<file path="src/rtl/conv1d_obi_reader.sv">
// -----------------------------------------------------------------------------
// conv1d_obi_pkg / conv1d_obi_reader
//
// OBI read master feeding the conv1d compute core. It fetches `len_i`
// consecutive 32-bit words starting at `base_addr_i` and streams them, in
// order, over a valid/ready interface. Read responses land in a small FIFO.
// A new request is only issued while (outstanding + buffered) words are below
// FIFO_DEPTH, so a stalled consumer can never cause a response to be dropped.
//
// Ports
//   clk_i        : clock, all state on the rising edge
//   rst_ni       : asynchronous active-low reset
//   start_i      : launch a transfer (sampled only while idle)
//   base_addr_i  : byte address of the first word, bits [1:0] ignored
//   len_i        : number of words to fetch (0 completes immediately)
//   busy_o       : high from the accepted start until completion
//   done_o       : single-cycle completion pulse
//   obi_req_o    : OBI request (req, we, be, addr, wdata)
//   obi_resp_i   : OBI response (gnt, rvalid, rdata)
//   data_o       : FIFO head word (0 when the FIFO is empty)
//   valid_o      : data_o valid
//   ready_i      : consumer accepts data_o
// -----------------------------------------------------------------------------

package conv1d_obi_pkg;

    typedef struct packed {
        logic        req;
        logic        we;
        logic [3:0]  be;
        logic [31:0] addr;
        logic [31:0] wdata;
    } obi_req_t;

    typedef struct packed {
        logic        gnt;
        logic        rvalid;
        logic [31:0] rdata;
    } obi_resp_t;

endpackage

module conv1d_obi_reader
    import conv1d_obi_pkg::*;
#(
    parameter int unsigned FIFO_DEPTH = 4,
    parameter int unsigned LEN_W      = 16
) (
    input  logic             clk_i,
    input  logic             rst_ni,
    input  logic             start_i,
    input  logic [31:0]      base_addr_i,
    input  logic [LEN_W-1:0] len_i,
    output logic             busy_o,
    output logic             done_o,
    output obi_req_t         obi_req_o,
    input  obi_resp_t        obi_resp_i,
    output logic [31:0]      data_o,
    output logic             valid_o,
    input  logic             ready_i
);

    localparam int unsigned PTR_W = (FIFO_DEPTH > 1) ? $clog2(FIFO_DEPTH) : 1;
    // Counters must be able to hold FIFO_DEPTH itself.
    localparam int unsigned CNT_W = PTR_W + 1;
    localparam logic [CNT_W:0] DEPTH_C = FIFO_DEPTH[CNT_W:0];

    typedef enum logic [1:0] {
        IDLE  = 2'd0,
        FETCH = 2'd1,
        DRAIN = 2'd2
    } state_e;

    // -------------------------------------------------------------------------
    // State
    // -------------------------------------------------------------------------
    state_e           state_q;
    logic             req_q;
    logic [31:0]      addr_q;
    logic             busy_q;
    logic             done_q;
    logic [29:0]      base_q;
    logic [LEN_W-1:0] len_q;

    logic [LEN_W-1:0] issued_q,   issued_d;
    logic [LEN_W-1:0] received_q, received_d;
    logic [CNT_W-1:0] outst_q,    outst_d;
    logic [CNT_W-1:0] count_q,    count_d;
    logic [PTR_W-1:0] wr_ptr_q;
    logic [PTR_W-1:0] rd_ptr_q;
    logic [31:0]      mem_q [FIFO_DEPTH];

    logic             grant;
    logic             resp_acc;
    logic             push;
    logic             pop;
    logic             credit_ok;
    logic [CNT_W:0]   credit_sum;
    logic [31:0]      next_addr;

    // The two low address bits are deliberately discarded.
    logic             unused_addr_lsb;
    assign unused_addr_lsb = ^base_addr_i[1:0];

    // -------------------------------------------------------------------------
    // Next-state counters and issue credit
    // -------------------------------------------------------------------------
    always_comb begin
        grant    = req_q & obi_resp_i.gnt;
        // A response without an outstanding request is a protocol error and
        // is dropped rather than corrupting the counters.
        resp_acc = obi_resp_i.rvalid && (state_q != IDLE) && (outst_q != '0);
        push     = resp_acc;
        pop      = valid_o & ready_i;

        issued_d   = grant    ? issued_q   + LEN_W'(1) : issued_q;
        received_d = resp_acc ? received_q + LEN_W'(1) : received_q;

        case ({grant, resp_acc})
            2'b10:   outst_d = outst_q + CNT_W'(1);
            2'b01:   outst_d = outst_q - CNT_W'(1);
            default: outst_d = outst_q;
        endcase

        case ({push, pop})
            2'b10:   count_d = count_q + CNT_W'(1);
            2'b01:   count_d = count_q - CNT_W'(1);
            default: count_d = count_q;
        endcase

        // Credit is judged on the post-edge occupancy so that back-to-back
        // requests are possible while the FIFO keeps draining.
        credit_sum = {1'b0, outst_d} + {1'b0, count_d};
        credit_ok  = credit_sum < DEPTH_C;

        // Word address arithmetic wraps naturally at 2^32.
        next_addr  = {base_q, 2'b00} + (32'(issued_d) << 2);
    end

    // -------------------------------------------------------------------------
    // Control FSM with registered request and status outputs
    // -------------------------------------------------------------------------
    always_ff @(posedge clk_i or negedge rst_ni) begin
        if (!rst_ni) begin
            state_q <= IDLE;
            req_q   <= 1'b0;
            addr_q  <= '0;
            busy_q  <= 1'b0;
            done_q  <= 1'b0;
            base_q  <= '0;
            len_q   <= '0;
        end else begin
            done_q <= 1'b0;
            case (state_q)
                IDLE: begin
                    if (start_i) begin
                        base_q <= base_addr_i[31:2];
                        len_q  <= len_i;
                        if (len_i != '0) begin
                            // FIFO is empty and nothing is outstanding here,
                            // so the first request needs no credit check.
                            state_q <= FETCH;
                            busy_q  <= 1'b1;
                            req_q   <= 1'b1;
                            addr_q  <= {base_addr_i[31:2], 2'b00};
                        end else begin
                            done_q  <= 1'b1;
                        end
                    end
                end

                FETCH: begin
                    if (req_q && !obi_resp_i.gnt) begin
                        // Pending request is held unchanged until granted.
                        req_q  <= 1'b1;
                    end else if (issued_d == len_q) begin
                        req_q   <= 1'b0;
                        state_q <= DRAIN;
                    end else begin
                        req_q  <= credit_ok;
                        addr_q <= next_addr;
                    end
                end

                DRAIN: begin
                    req_q <= 1'b0;
                    if ((received_d == len_q) && (outst_d == '0) && (count_d == '0)) begin
                        state_q <= IDLE;
                        busy_q  <= 1'b0;
                        done_q  <= 1'b1;
                    end
                end

                default: begin
                    state_q <= IDLE;
                    req_q   <= 1'b0;
                    busy_q  <= 1'b0;
                end
            endcase
        end
    end

    // -------------------------------------------------------------------------
    // Transfer counters and FIFO pointers
    // -------------------------------------------------------------------------
    always_ff @(posedge clk_i or negedge rst_ni) begin
        if (!rst_ni) begin
            issued_q   <= '0;
            received_q <= '0;
            outst_q    <= '0;
            count_q    <= '0;
            wr_ptr_q   <= '0;
            rd_ptr_q   <= '0;
        end else begin
            if ((state_q == IDLE) && start_i) begin
                issued_q   <= '0;
                received_q <= '0;
                outst_q    <= '0;
            end else begin
                issued_q   <= issued_d;
                received_q <= received_d;
                outst_q    <= outst_d;
            end
            count_q <= count_d;
            if (push) begin
                wr_ptr_q <= wr_ptr_q + PTR_W'(1);
            end
            if (pop) begin
                rd_ptr_q <= rd_ptr_q + PTR_W'(1);
            end
        end
    end

    // FIFO storage is data only; occupancy alone decides validity.
    always_ff @(posedge clk_i) begin
        if (push) begin
            mem_q[wr_ptr_q] <= obi_resp_i.rdata;
        end
    end

    // -------------------------------------------------------------------------
    // Outputs
    // -------------------------------------------------------------------------
    assign busy_o          = busy_q;
    assign done_o          = done_q;
    assign valid_o         = (count_q != '0);
    assign data_o          = valid_o ? mem_q[rd_ptr_q] : 32'h0;

    assign obi_req_o.req   = req_q;
    assign obi_req_o.we    = 1'b0;
    assign obi_req_o.be    = req_q ? 4'hF : 4'h0;
    assign obi_req_o.addr  = addr_q;
    assign obi_req_o.wdata = 32'h0;

    // A response must always match an earlier grant.
    rvalid_needs_outstanding: assert property (
        @(posedge clk_i) disable iff (!rst_ni)
        obi_resp_i.rvalid |-> (outst_q != '0)
    );

endmodule
</file>
<file path="config.mk">
export PLATFORM = sky130hd
export DESIGN_NAME = conv1d_obi_reader
export DESIGN_NICKNAME = d
export VERILOG_FILES = /design/src/rtl/conv1d_obi_reader.sv
export SDC_FILE = /design/constraint.sdc
export NUM_CORES = 1
export LEC_CHECK = 0
export CELL_PAD_IN_SITES_DETAIL_PLACEMENT = 1
export CELL_PAD_IN_SITES_GLOBAL_PLACEMENT = 2
export CORE_ASPECT_RATIO = 0.75
export CORE_MARGIN = 4
export CORE_UTILIZATION = 33
export DETAILED_ROUTE_END_ITERATION = 8
export PLACE_DENSITY_LB_ADDON = 0.1
export SYNTH_ARGS = -nofsm -noshare
export SYNTH_HDL_FRONTEND = slang
export SYNTH_SLANG_ARGS = --single-unit
</file>
<file path="constraint.sdc">
create_clock -name clk_i -period 3.4 [get_ports clk_i]
set_clock_uncertainty 0.2 [all_clocks]
set_input_delay 0.68 -clock clk_i [delete_from_list [all_inputs] [get_ports clk_i]]
set_output_delay 0.68 -clock clk_i [all_outputs]
set_load 0.02 [all_outputs]
</file>
==> qor.txt <==
Status: completed
CTS tree: done
Worst Path Required: 2520 ps
Crit end category: output port
Critical path type: flip-flop to output port
Final min period: 3290 ps
# fillers: 3,918
Remaining Overflow, GRT: 0
# DRC: 0
Detail Placement HPWL: 24,900 um
Hold slack: 280 ps
First-pass GRT wire length: 55,300 um
Latest clock arrival within the worst-skew pair: 550 ps
Placed instance count: 1,753
Hold Fails Final Rpt: 0
Post-synth top area share: 0.304
Syn Std Cell Area: 0.0126 mm^2
Compound-Gate Fraction of Synth Area: 0.0598
Die H: 177 um
Post-place setup slack: -1070 ps
Leakage: 0.00719 uW
Power Dens Cells: 591 mW/mm^2
CTS H-tree depth: 1
Global router's overall resource usage: 0.169
Hold/Removal Path Class: flip-flop to flip-flop
#FFs+latches synth: 251
Peak Freq: 0.304 GHz
Period utilisation layout: 0.968
Clock power frac: 0.289
Die extent in x: 234 um
CP arrival: 2410 ps
Deepest clock path buffer count: 3
Post-Syn Instances: 997
Sequential Area: 0.00693 mm^2
Synth Flop Type: edfxtp_1
Sw Ratio: 0.310
Placeable Area: 0.0374 mm^2
Largest net degree at the start of global routing: 68
VDD IR max: 0.000428 V
Initial Util: 0.338
Leading area contributor after synthesis: edfxtp_1
Fin cells: 1,824
Top-count cell post-synth: edfxtp_1
Synth Area in Adders: 0.0305
Layout cell share with drive strength beyond 1: 0.297
Final setup viols: 0
Placed cell areas: 0.0157 mm^2
Post-synth top cells: edfxtp_1, dfrtp_1, nand2_1, nor2_1, and2_1
Max-slew violations: 0
Finished Cell Area: 0.0172 mm^2
Post-synthesis area per instance: 12.7 um^2
Vias/cell: 4.84
Final worst slack: 107 ps
DR pass1 iterations: 4
Iteration-0 DRC Markers: 447
Number of antenna violations at the first check in global routing: 0
Row count: 61
Nets@finish: 1,415
Comb pwr share: 0.338
Largest family of logic cells by synthesized area: simple AND/OR/NAND/NOR gates
Ant diodes: 0
RSZ-0062 raised after global routing: yes
DR vias: 8,831
Die ar.: 0.0415 mm^2
Area occupied by multi-input gates: 0.00575 mm^2
Startpoint Class: flip-flop
GPL Wtd Cong: 0.803
Switching power total: 3140 uW
Vias in the first global route: 9,443
EDFF count, synth: 128
Netlist cell types: 70
Clock-pin slew of the registers on the worst-case setup and hold paths: 60 ps
Tightest Pin Transition: 749 ps
Final Util: 0.460
Top Ports: 191
Mux cell area share after synthesis: 0.110
Post-Synth XOR/XNOR Area: 0.0701
Share of total power in sequential cells: 0.373
Top post-synthesis cells by area: edfxtp_1, dfrtp_1, mux4_2
Root Driver: clkbuf_16
CTS Buf Count: 28
P_int: 7010 uW
Sequential share of the synthesized area: 0.548
Number of port buffers: 153
Antenna viol nets, final: 0
Simple-Gate Fraction of Synth Area: 0.136
Async SR Flop Fraction: 0.490
Crit-path max FO: 17
Area Overhead vs Synth: 36.0%
WL/cell: 19.3 um
Synth warn: 0
Max-cap check violation count: 0
Slew margin rel.: 0.500
Total clock sinks: 251
Wirelength, routed: 35,300 um
==> logic make-up (layout without fill, tap and decap cells) <==
group           count (synthesis)  after routing
fa+ha+maj                      29             29
compound gates                117            117
simple gates                  312            312
other cells                     1             35
mux                            93             93
buf+inv                       101            390
flops                         251            251
xor+xnor                       93             93
==> worst paths after layout <==
kind | from | end | slack (ps) | cells past startpoint
setup / recovery | rd_ptr_q[0] | data_o[8] | 110 | 4
hold / removal | addr_q[21] | addr_q[21] | 280 | 2
setup reg to reg | count_q[0] | done_o | 110 | 12
hold reg to reg | addr_q[21] | addr_q[21] | 280 | 2
max in group asynchronous | rst_ni | addr_q[4] | 1730 | 3
min in group asynchronous | rst_ni | received_q[1] | 520 | 2
==> critical path, cell delays in order, from the launching register on <==
cell and delay, ps:
dfrtp_2 430, buf_16 220, mux4_2 510, and2_1 160
clkdlybuf4s50_1 530
==> routing by layer <==
metal	share of wire	GRT usage
met1	0.50	0.260
met4	0.016	0.0302
met5	0	0
met3	0.031	0.0226
met2	0.45	0.259
==> repair_timing <==
action | in CTS | in global routing
setup buffers | 7 | 12
hold buffers | 1 | 0
resized for setup | 51 | 86
pin swaps | 24 | 58
setup endpoints to repair | 48 | 30
hold endpoints to repair | 44 | 0
cloned | 0 | 1
==> layout by cell type (no fill, tap or decap), types with 9 or more instances in the layout <==
| cell | count |
|---|---|
| and3_1 | 14 |
| nor4_1 | 9 |
| dfrtp_1 | 115 |
| clkdlybuf4s50_1 | 126 |
| and2_1 | 51 |
| xnor2_1 | 46 |
| xor2_1 | 31 |
| mux2i_1 | 10 |
| nand2_1 | 61 |
| o21ai_0 | 21 |
| nor3_1 | 11 |
| ha_1 | 15 |
| nand3_1 | 21 |
| conb_1 | 35 |
| buf_4 | 151 |
| mux2_2 | 47 |
| a21o_1 | 12 |
| clkbuf_16 | 30 |
| a21oi_1 | 18 |
| nand4_1 | 21 |
| nor2_1 | 56 |
| ha_4 | 10 |
| inv_1 | 16 |
| o21ai_1 | 12 |
| dlygate4sd2_1 | 25 |
| mux4_2 | 32 |
| edfxtp_1 | 128 |
==> area by class of cell <==
cell class                 instances  share of cell area
sequential                       251               0.403
clock buffer                      31              0.0427
clock inverter                    19             0.00852
timing repair buffer             322               0.171
inverter                          18             0.00393
tap                              504              0.0367
multi-input combinational        679               0.334
==> stage by stage <==
step                power, uW  setup TNS [ps]
floorplan                5760               0
global placement         7210          -20650
detailed placement       7270          -23360
CTS                     10200           -30.5
global route            10700            -199
finish                  10200               0
==> state kept, by name, summed over array words and instances, names as in the netlist <==
signal,flops
busy_o,1
issued_q,16
state_q,2
mem_q,128
outst_q,3
addr_q,30
rd_ptr_q,2
base_q,30
len_q,16
count_q,3
wr_ptr_q,2
req_q,1
received_q,16
done_o,1
==> power by group through the flow <==
stage / registers [uW] / clock network [uW] / logic [uW]
3_3_place_gp: 3820 / 0 / 3390
6_report: 3790 / 2930 / 3430
2_1_floorplan: 3820 / 0 / 1940
3_5_place_dp: 3840 / 0 / 3430
5_1_grt: 3830 / 3190 / 3730
4_1_cts: 3780 / 3040 / 3400
(Power assumes the default switching activity.)
